[config.mk]
export PLATFORM = sky130hd
export DESIGN_NAME = alu_rr_arbiter
export DESIGN_NICKNAME = d
export VERILOG_FILES = /design/src/rtl/alu_rr_arbiter_pkg.sv /design/src/rtl/alu_rr_pick.sv /design/src/rtl/alu_rr_arbiter.sv
export SDC_FILE = /design/constraint.sdc
export NUM_CORES = 1
export LEC_CHECK = 0
export CAP_MARGIN = 20
export CORE_ASPECT_RATIO = 1.5
export CORE_MARGIN = 10
export CORE_UTILIZATION = 40
export DETAILED_ROUTE_END_ITERATION = 12
export PLACE_DENSITY = 0.84
export SLEW_MARGIN = 40
export SYNTH_ARGS = -nofsm -noshare
export SYNTH_HDL_FRONTEND = slang
export SYNTH_HIERARCHICAL = 1
export SYNTH_SLANG_ARGS = --single-unit
[constraint.sdc]
create_clock -name clk -period 3.5 [get_ports clk]
set_input_delay 0.7 -clock clk [delete_from_list [all_inputs] [get_ports clk]]
set_output_delay 0.7 -clock clk [all_outputs]
set_load 0.02 [all_outputs]
[src/rtl/alu_rr_arbiter_pkg.sv]
`default_nettype none
// ============================================================================
// Module   : alu_rr_arbiter_pkg
// Purpose  : Shared opcodes, FSM encoding and width default for alu_rr_arbiter
// Revision : 1.0  initial release
// ============================================================================
package alu_rr_arbiter_pkg;

    localparam int DATA_W_DEFAULT = 4;

    localparam logic [1:0] OP_ADD  = 2'b00;
    localparam logic [1:0] OP_SUB  = 2'b01;
    localparam logic [1:0] OP_NAND = 2'b10;
    localparam logic [1:0] OP_XOR  = 2'b11;

    typedef enum logic [1:0] {
        ST_IDLE = 2'b00,
        ST_EXEC = 2'b01,
        ST_RESP = 2'b10
    } arb_state_t;

    // Only the arithmetic opcodes can produce a meaningful overflow flag.
    function automatic logic op_reports_overflow(input logic [1:0] op);
        return (op == OP_ADD) || (op == OP_SUB);
    endfunction

endpackage : alu_rr_arbiter_pkg
`default_nettype wire

[src/rtl/alu_rr_pick.sv]
`default_nettype none
// ============================================================================
// Module   : alu_rr_pick
// Purpose  : Combinational two-input round-robin picker
// Revision : 1.0  initial release
// ============================================================================
module alu_rr_pick
    import alu_rr_arbiter_pkg::*;
(
    input  logic [1:0] valid,
    input  logic       last_grant,
    output logic       grant_valid,
    output logic       grant_id
);

    always_comb begin
        grant_valid = |valid;
        // Under contention the requester that did not win last time goes next.
        if (&valid) begin
            grant_id = ~last_grant;
        end else begin
            grant_id = valid[1];
        end
    end

endmodule : alu_rr_pick
`default_nettype wire

[src/rtl/alu_rr_arbiter.sv]
`default_nettype none
// ============================================================================
// Module   : alu_rr_arbiter
// Purpose  : Two-requester round-robin sequencer for a shared 4-bit ALU.
//            Optional sticky overflow flag: define ALU_ARB_ERR_STICKY_EN.
// Revision : 1.0  initial release
// ============================================================================
module alu_rr_arbiter
    import alu_rr_arbiter_pkg::*;
#(
    parameter int DATA_W = DATA_W_DEFAULT
) (
    input  logic              clk,
    input  logic              rst_n,

    input  logic              req0_valid,
    output logic              req0_ready,
    input  logic [1:0]        req0_op,
    input  logic [DATA_W-1:0] req0_a,
    input  logic [DATA_W-1:0] req0_b,

    input  logic              req1_valid,
    output logic              req1_ready,
    input  logic [1:0]        req1_op,
    input  logic [DATA_W-1:0] req1_a,
    input  logic [DATA_W-1:0] req1_b,

    output logic              resp_valid,
    input  logic              resp_ready,
    output logic              resp_id,
    output logic [DATA_W-1:0] resp_data,
    output logic              resp_err,

    output logic [DATA_W-1:0] alu_in1,
    output logic [DATA_W-1:0] alu_in2,
    output logic [1:0]        alu_op,
    input  logic [DATA_W-1:0] alu_out,
    input  logic              alu_error,

    output logic              err_sticky,
    input  logic              err_clr
);

    arb_state_t state;
    arb_state_t state_next;
    logic       last_grant;
    logic       grant_valid;
    logic       grant_id;
    logic       accept;
    logic       capture_err;

    alu_rr_pick u_pick (
        .valid       ({req1_valid, req0_valid}),
        .last_grant  (last_grant),
        .grant_valid (grant_valid),
        .grant_id    (grant_id)
    );

    assign accept      = (state == ST_IDLE) && grant_valid;
    assign req0_ready  = accept && !grant_id;
    assign req1_ready  = accept &&  grant_id;
    assign resp_valid  = (state == ST_RESP);
    assign capture_err = alu_error && op_reports_overflow(alu_op);

    always_ff @(posedge clk or negedge rst_n) begin
        if (!rst_n) begin
            state <= ST_IDLE;
        end else begin
            state <= state_next;
        end
    end

    always_comb begin
        state_next = state;
        case (state)
            ST_IDLE: if (grant_valid) state_next = ST_EXEC;
            ST_EXEC: state_next = ST_RESP;
            ST_RESP: if (resp_ready) state_next = ST_IDLE;
            default: state_next = ST_IDLE;
        endcase
    end

    // Operands drive the ALU straight from flops so it never sees requester glitches.
    always_ff @(posedge clk or negedge rst_n) begin
        if (!rst_n) begin
            last_grant <= 1'b1;
            resp_id    <= 1'b0;
            alu_op     <= 2'b00;
            alu_in1    <= '0;
            alu_in2    <= '0;
            resp_data  <= '0;
            resp_err   <= 1'b0;
        end else begin
            if (accept) begin
                last_grant <= grant_id;
                resp_id    <= grant_id;
                alu_op     <= grant_id ? req1_op : req0_op;
                alu_in1    <= grant_id ? req1_a  : req0_a;
                alu_in2    <= grant_id ? req1_b  : req0_b;
            end
            if (state == ST_EXEC) begin
                resp_data <= alu_out;
                resp_err  <= capture_err;
            end
        end
    end

`ifdef ALU_ARB_ERR_STICKY_EN
    logic sticky;

    // Setting on the RESP entry edge takes priority over a coincident clear.
    always_ff @(posedge clk or negedge rst_n) begin
        if (!rst_n) begin
            sticky <= 1'b0;
        end else if ((state == ST_EXEC) && capture_err) begin
            sticky <= 1'b1;
        end else if (err_clr) begin
            sticky <= 1'b0;
        end
    end

    assign err_sticky = sticky;
`else
    logic unused_err_clr;

    assign unused_err_clr = err_clr;
    assign err_sticky     = 1'b0;
`endif

endmodule : alu_rr_arbiter
`default_nettype wire
After elaboration in Yosys (flattened, before gate mapping)
Cells that the tools add are included.
Widths: inputs -> output; s select.
{"block": "word_totals", "elab_cells": 32, "regBits": 19, "in_bits": 31, "out_inout_bits": 20}
{"block": "classes", "muxes": 7, "bitwise": 1, "n_reduce_logical": 11, "eq_ne": 5}
{"cell": "$mux 4", "count": 2}
{"cell": "$mux 2", "count": 3}
{"cell": "$pmux 2 s3", "count": 1}
{"cell": "$eq 2x1->1 const B", "count": 2}
{"cell": "$logic_and 1x1->1", "count": 4}
{"cell": "$logic_not 2->1", "count": 2}
{"cell": "$reduce_and 2->1", "count": 2}
{"cell": "$eq 2x2->1 const B", "count": 1}
{"cell": "$ne 2x1->1 const B", "count": 1}
{"cell": "$ne 2x2->1 const B", "count": 1}
{"cell": "$reduce_or 2->1", "count": 1}
{"cell": "$logic_not 1->1", "count": 1}
{"cell": "$logic_or 1x1->1", "count": 1}
{"cell": "$mux 1", "count": 1}
{"cell": "$not 1->1", "count": 1}

Logic depth before layout (Yosys ltp)
Gate-level depths: netlist of run 1.
{"block": "depth", "ltp_word": 4, "mapped_depth": 4, "depth_no_buf": 3}

Modules after synthesis
The synthesis of run 1 kept the hierarchy.
{"module": "alu_rr_arbiter", "n_inst": 1, "area_per_inst_um2": 882.1, "cells_each": 59}
{"module": "alu_rr_pick", "n_inst": 1, "area_per_inst_um2": 13.8, "cells_each": 2}

Worst setup path after synthesis of run 1
Ideal clock, no wire load.
{"block": "synth_timing", "path_type": "input-to-output", "from": "input port req1_valid", "to": "output port req0_ready", "stages": 3, "path_buffers": 1, "arrival_ps": 1489, "slack_ps": 1311, "path_cell_list": "a21boi_1 buf_6 and2b_2"}
{"block": "synth_via", "elab_chain_len": 4}
{"element": "start: declaration", "line": "alu_rr_arbiter.sv:22", "rtl": "input logic req1_valid,"}
{"element": "$reduce_and 2->1", "line": "alu_rr_pick.sv:19", "rtl": "if (&valid) begin"}
{"element": "$mux 1", "line": "alu_rr_pick.sv:19"}
{"element": "$logic_not 1->1", "line": "alu_rr_arbiter.sv:60", "rtl": "assign req0_ready = accept && !grant_id;"}
{"element": "$logic_and 1x1->1 *", "line": "alu_rr_arbiter.sv:60"}
{"element": "end: declaration", "line": "alu_rr_arbiter.sv:17", "rtl": "output logic req0_ready,"}
Mark *: on every way between the ends. The rest lies on a longest branch, timed or not.

Final worst setup path of run 1
{"block": "layout_timing", "from": "input port req1_valid", "to": "output port req1_ready"}
{"block": "layout_via", "elab_chain_len": 3}
{"element": "$reduce_or 2->1", "line": "alu_rr_pick.sv:17", "rtl": "grant_valid = |valid;"}
{"element": "named net grant_valid", "line": "alu_rr_arbiter.sv:47", "rtl": "logic grant_valid;"}
{"element": "$logic_and 1x1->1", "line": "alu_rr_arbiter.sv:59", "rtl": "assign accept = (state == ST_IDLE) && grant_valid;"}
{"element": "$logic_and 1x1->1", "line": "alu_rr_arbiter.sv:61", "rtl": "assign req1_ready = accept && grant_id;"}
{"element": "end: declaration", "line": "alu_rr_arbiter.sv:23", "rtl": "output logic req1_ready,"}
The timed path passes the listed nets, and every way through them passes these cells.

==> results of run 1 <==
==> flip-flops by register name (all words and copies together) (netlist names) <==
signal / count
last_grant: 1
alu_in1: 4
resp_id: 1
alu_op: 2
resp_data: 4
state: 2
alu_in2: 4
resp_err: 1
==> critical path, delay by kind of cell <==
kind / cells / cell delay [ns]
AND/OR/NAND/NOR: 3 / 0.45
buffers and inverters: 2 / 1.08
==> worst paths after layout <==
kind | end | slack, ns | cells after the start | start
max reg2reg | alu_in2[1]$_DFFE_PN0P_ | 1.97 | 4 | last_grant$_DFFE_PN1P_
max | req1_ready | 0.57 | 5 | req1_valid
min | alu_in2[0]$_DFFE_PN0P_ | 0.32 | 1 | rst_n
min reg2reg | resp_data[3]$_DFFE_PN0N_ | 0.52 | 1 | resp_data[3]$_DFFE_PN0N_
max in group asynchronous | last_grant$_DFFE_PN1P_ | 2.85 | 1 | rst_n
min in group clk | resp_data[3]$_DFFE_PN0N_ | 0.52 | 1 | resp_data[3]$_DFFE_PN0N_
==> cell usage in the layout, fill, tap and decap left out <==
cell type        count
and2b_2              1
clkbuf_4             3
nand2b_1             2
mux2_2              27
o21ai_0              1
or2_1                1
dfrtp_1             18
dfstp_2              1
a21boi_1             1
nor3b_4              1
buf_2                1
inv_1                1
buf_4                2
conb_1               1
and2_2               1
clkinv_2             1
nor2b_1              1
clkdlybuf4s50_1     47
==> cells by family (layout without fill, tap and decap cells) <==
family / after synthesis / after routing / synth area share
compound gates: 2 / 2 / 0.0140
mux: 27 / 27 / 0.339
buf+inv: 5 / 55 / 0.0433
simple gates: 7 / 7 / 0.0671
other cells: 1 / 1 / 0.00419
flops: 19 / 19 / 0.532
==> layout make-up <==
cell class | count | area, sq um
Tap cell | 22 | 27.5
Timing Repair Buffer | 50 | 490
Clock inverter | 1 | 5.00
Fill cell | 171 | 671
Inverter | 1 | 3.75
Multi-Input combinational cell | 37 | 380
Clock buffer | 3 | 22.5
Sequential cell | 19 | 477
==> stage by stage <==
step | cells | hold slack, ns | instance area (sq um) | power (W)
floorplan | 61 | 0.404 | 896 | 0.000771
global placement | 129 | 0.488 | 1380 | 0.00105
detailed placement | 129 | 0.492 | 1380 | 0.00107
CTS | 133 | 0.518 | 1410 | 0.00118
global route | 133 | 0.334 | 1410 | 0.00123
finish | 133 | 0.318 | 1410 | 0.00116
==> per-layer routing <==
metal | up-vias | global-route usage | share of wire
met1 | 334 | 0.104 | 0.36
met5 | - | 0 | 0
met4 | 0 | 0.0276 | 0.0068
met3 | 2 | 0.0391 | 0.081
met2 | 25 | 0.188 | 0.56
li1 | 307 | - | -
==> power breakdown <==
part / switching, W / internal (W)
clock network: 0.0000689 / 0.0000425
logic: 0.000287 / 0.000366
registers: 0.0000608 / 0.000335
==> impl_metrics.csv, run 1 <==
group,metric,value,unit
status,outcome,"completed",
synthesis,synth-seq-area-share,0.532,
grt,antenna_found_initial,0,
worst_setup_path,required,2.80,ns
clock_network,post_cts_buffers,0,
grt,grt_max_degree,20,
synthesis,synthFlopType,"dfrtp_1",
timing,finalCritPeriodShare,0.837,
cells_and_area,nNetsFinal,143,
grt,grt_use_total,0.103,
synthesis,synthArstFlopShare,1.00,
timing,min_period,2.93,ns
worst_setup_path,worstPathCellList,"clkdlybuf4s50_1 -> or2_1 -> nor3b_4 -> and2_2 -> clkdlybuf4s50_1",
routing,first_iter_violations,1,
worst_setup_path,cp.arrival,2.23,ns
synthesis,syn_inst,61,
floorplan,fp-row-count,20,
place,port_buffers,48,
grt,grt_pass1_vias,734,
worst_setup_path,endpoint_kind,"primary output",
pwr,power.static_leakage,0.583,nW
synthesis,synth.most_common_cell,"mux2_2",
timing,rsz0062_at_grt,"no",
routing,drt-total-wl,2360,um
timing,drv_slew,0,
grt,grt_pass1_wl,3770,um
worst_setup_path,crit_path_frequent_cell,"clkdlybuf4s50_1",
worst_setup_path,path_class,"input pin to primary output",
cells_and_area,syn2layout_area_growth,57.0,%
clock_network,cts.repair.resized,0,
timing,finalHoldViolCount,0,
synthesis,ys_types,16,
floorplan,die_x,58.6,um
clock_network,insertion_delay,0.29,ns
clock_network,htreeDepth,1,
floorplan,die_y,78.0,um
cells_and_area,drive_gt1_frac,0.342,
floorplan,core,0.00208,sq mm
routing,wire_per_inst,17.7,um
pwr,peakVddDrop,0.000485,V
worst_setup_path,cp_max_fo,3,
grt,grt-ovfl-total,0,
synthesis,synth_top_area_frac,0.503,
synthesis,ys_ff_latch,19,
synthesis,synth_edf_count,0,
worst_setup_path,cpMaxStageDelayCell,"clkdlybuf4s50_1",
cells_and_area,antenna_cells,0,
place,place_ws,0.556,ns
timing,max_freq,341,MHz
synthesis,synth_top_area_cell,"dfrtp_1",
synthesis,ys_top_cells_by_count,"mux2_2, dfrtp_1, buf_6, nand2b_1",
floorplan,start_util,0.431,
synthesis,yosys_warnings,6,
timing,tns,0,ns
clock_network,clock_path_buffers,2,
synthesis,synth_nets,92,
worst_setup_path,cp-start-kind,"input pin",
worst_hold_path,hp-class,"input pin to asynchronous set/reset pin",
pwr,power.density,824,mW/mm^2
synthesis,avgSynthCellArea,14.7,sq um
routing,dr.pass1.iters,2,
floorplan,die_area,0.00457,sq mm
routing,ant_nets,0,
worst_setup_path,cpPeakStageDelay,0.61,ns
routing,drc,0,
synthesis,synthTopCellsByArea,"dfrtp_1, mux2_2, dfstp_2",
place,gp_congestion,0.662,
timing,setup_slack,0.569,ns
clock_network,cts_sinks,19,
routing,vias,668,
clock_network,ctsHoldBuffers,0,
run,cap_violations,0,
clock_network,cts_inserted_buffers,3,
cells_and_area,final_util,0.677,
timing,setup_viol,0,
place,place_hpwl,1950,um
synthesis,netlist_area,896,sq um
routing,via_per_inst,5.02,
clock_network,cts_tree,"built",
timing,finClkSkew,0.000992,ns
clock_network,cts_root_buffer,"clkbuf_4",
floorplan,ioPinCount,51,
clock_network,path_clk_slew,0.11,ns
(Power assumes the default switching activity.)
==> run 2, diff against run 1 <==
--- a/config.mk
+++ b/config.mk
@@ -8,9 +8,9 @@
 export CAP_MARGIN = 20
 export CORE_ASPECT_RATIO = 1.5
 export CORE_MARGIN = 10
-export CORE_UTILIZATION = 40
+export CORE_UTILIZATION = 37
 export DETAILED_ROUTE_END_ITERATION = 12
-export PLACE_DENSITY = 0.84
+export PLACE_DENSITY = 0.78
 export SLEW_MARGIN = 40
 export SYNTH_ARGS = -nofsm -noshare
 export SYNTH_HDL_FRONTEND = slang
==> constraint.sdc (replaced) <==
create_clock -name clk -period 2.7 [get_ports clk]
set_input_delay 0.54 -clock clk [delete_from_list [all_inputs] [get_ports clk]]
set_output_delay 0.54 -clock clk [all_outputs]
set_load 0.02 [all_outputs]
==> run 2 against run 1 <==
Net effect:
- clock power up 26%
- total power up 29%
- non-clock buffer count up 2
- critical path depth unchanged
- count of clock-buffer cells in the layout unchanged
- register-to-register slack worse by 0.84 ns
- sequential share of layout area down 0.62 points
- global-route usage down 0.30 points
- flip-flop and latch count unchanged
- clock skew about the same
- critical endpoint is now req0_ready
==> impl_metrics.csv, run 2 (synthesis results as in run 1) <==
group,metric,value,unit
status,outcome,"completed",
timing,max_freq,434,MHz
timing,finalCritPeriodShare,0.854,
worst_hold_path,hp-class,"register to register",
clock_network,cts_root_buffer,"clkbuf_4",
cells_and_area,antenna_cells,0,
clock_network,cts_inserted_buffers,3,
routing,wl_met3,209,um
grt,grt_max_degree,20,
routing,dr.pass1.iters,3,
pwr,power.static_leakage,0.624,nW
routing,drt-total-wl,2320,um
run,cap_violations,0,
place,port_buffers,48,
floorplan,start_util,0.392,
place,place_hpwl,1940,um
floorplan,die_y,80.3,um
clock_network,cts_sinks,19,
timing,rsz0062_at_grt,"no",
clock_network,insertion_delay,0.29,ns
timing,tns,0,ns
routing,first_iter_violations,9,
floorplan,ioPinCount,51,
timing,setup_slack,0.394,ns
floorplan,die_area,0.00483,sq mm
clock_network,htreeDepth,1,
grt,antenna_found_initial,0,
cells_and_area,drive_gt1_frac,0.345,
routing,top_layer_used,"met4",
pwr,peakVddDrop,0.000558,V
worst_setup_path,cp.arrival,1.77,ns
routing,drc,0,
routing,wl_met2,1340,um
timing,drv_slew,0,
routing,wire_per_inst,17.0,um
clock_network,cts.repair.resized,0,
timing,finalHoldViolCount,0,
worst_setup_path,r2r_cells,4,
worst_setup_path,cp-start-kind,"input pin",
routing,wl_met1,753,um
grt,grt_pass1_wl,3650,um
routing,ant_nets,0,
pwr,power.density,1040,mW/mm^2
worst_setup_path,endpoint_kind,"primary output",
floorplan,die_x,60.2,um
clock_network,post_cts_buffers,0,
floorplan,core,0.00229,sq mm
clock_network,path_clk_slew,0.10,ns
cells_and_area,reg.largest.list,"alu_in1 x4, alu_in2 x4, resp_data x4",
place,place_ws,0.0483,ns
grt,grt-ovfl-total,0,
worst_setup_path,cp_max_fo,3,
grt,grt_use_total,0.0999,
timing,min_period,2.31,ns
clock_network,clock_path_buffers,2,
cells_and_area,layout_commonest_cell,"clkdlybuf4s50_1",
worst_hold_path,holdPathStages,1,
timing,finClkSkew,0.00117,ns
floorplan,fp-row-count,21,
worst_setup_path,required,2.16,ns
cells_and_area,syn2layout_area_growth,59.9,%
place,gp_congestion,0.684,
timing,setup_viol,0,
cells_and_area,nNetsFinal,145,
cells_and_area,final_cell_mix,"clkdlybuf4s50_1, mux2_2, dfrtp_1",
worst_setup_path,reg2reg_slack,1.13,ns
clock_network,cts_tree,"built",
grt,grt_pass1_vias,745,
clock_network,ctsHoldBuffers,0,
worst_setup_path,path_class,"input pin to primary output",
routing,via_per_inst,4.88,
routing,vias,663,
[run 2: cell types whose count changed in the layout (fill, tap and decap cells not counted)]
cell and delta:
buf_2 -1, buf_4 +2, clkdlybuf4s50_1 -1, dlymetal6s2s_1 +2
[run 2: path summary, 6_finish.rpt]
path	to	startpoint
setup / recovery	req0_ready	req1_valid
hold / removal	alu_in1[1]$_DFFE_PN0P_	alu_in1[1]$_DFFE_PN0P_
setup reg to reg	alu_in2[0]$_DFFE_PN0P_	last_grant$_DFFE_PN1P_
hold reg to reg	alu_in1[1]$_DFFE_PN0P_	alu_in1[1]$_DFFE_PN0P_
max in group asynchronous	last_grant$_DFFE_PN1P_	rst_n
min in group asynchronous	alu_in1[2]$_DFFE_PN0P_	rst_n
[run 2: through the flow]
step | hold WS (ns) | total power [W] | utilization | std cells | instance area (sq um)
4_1_cts | 0.518 | 0.00153 | 0.625 | 136 | 1430
3_3_place_gp | 0.489 | 0.00136 | 0.612 | 132 | 1400
6_report | 0.513 | 0.00150 | 0.627 | 136 | 1430
3_5_place_dp | 0.494 | 0.00139 | 0.612 | 132 | 1400
5_1_grt | 0.526 | 0.00160 | 0.627 | 136 | 1430
2_1_floorplan | 0.244 | 0.000999 | - | 61 | 896
[run 2: power breakdown]
part | switching [W] | leakage [nW] | internal [W] | total (W)
registers | 0.0000785 | 0.224 | 0.000434 | 0.000513
logic | 0.000367 | 0.382 | 0.000477 | 0.000844
clock network | 0.0000850 | 0.0177 | 0.0000551 | 0.000140
total | 0.000531 | 0.624 | 0.000966 | 0.00150
[run 2: metal layers]
| layer | up-vias | GRT usage |
|---|---|---|
| met5 | - | 0 |
| li1 | 311 | - |
| met2 | 25 | 0.188 |
| met4 | 0 | 0.0405 |
| met1 | 325 | 0.0877 |
| met3 | 2 | 0.0409 |
[run 2: critical path, cell delays in order]
cell             delay, ns
clkdlybuf4s50_1       0.42
or2_1                 0.25
nor3b_4               0.16
and2b_2               0.19
dlymetal6s2s_1        0.20
[run 2: area by class of cell]
type	instances	area [sq um]
multi-input cells	37	380
fillers	201	853
flip-flops and latches	19	477
repair buffers	52	515
well taps	23	28.8
clock buffers	3	22.5
inverters	1	3.75
clock inverters	1	5.00
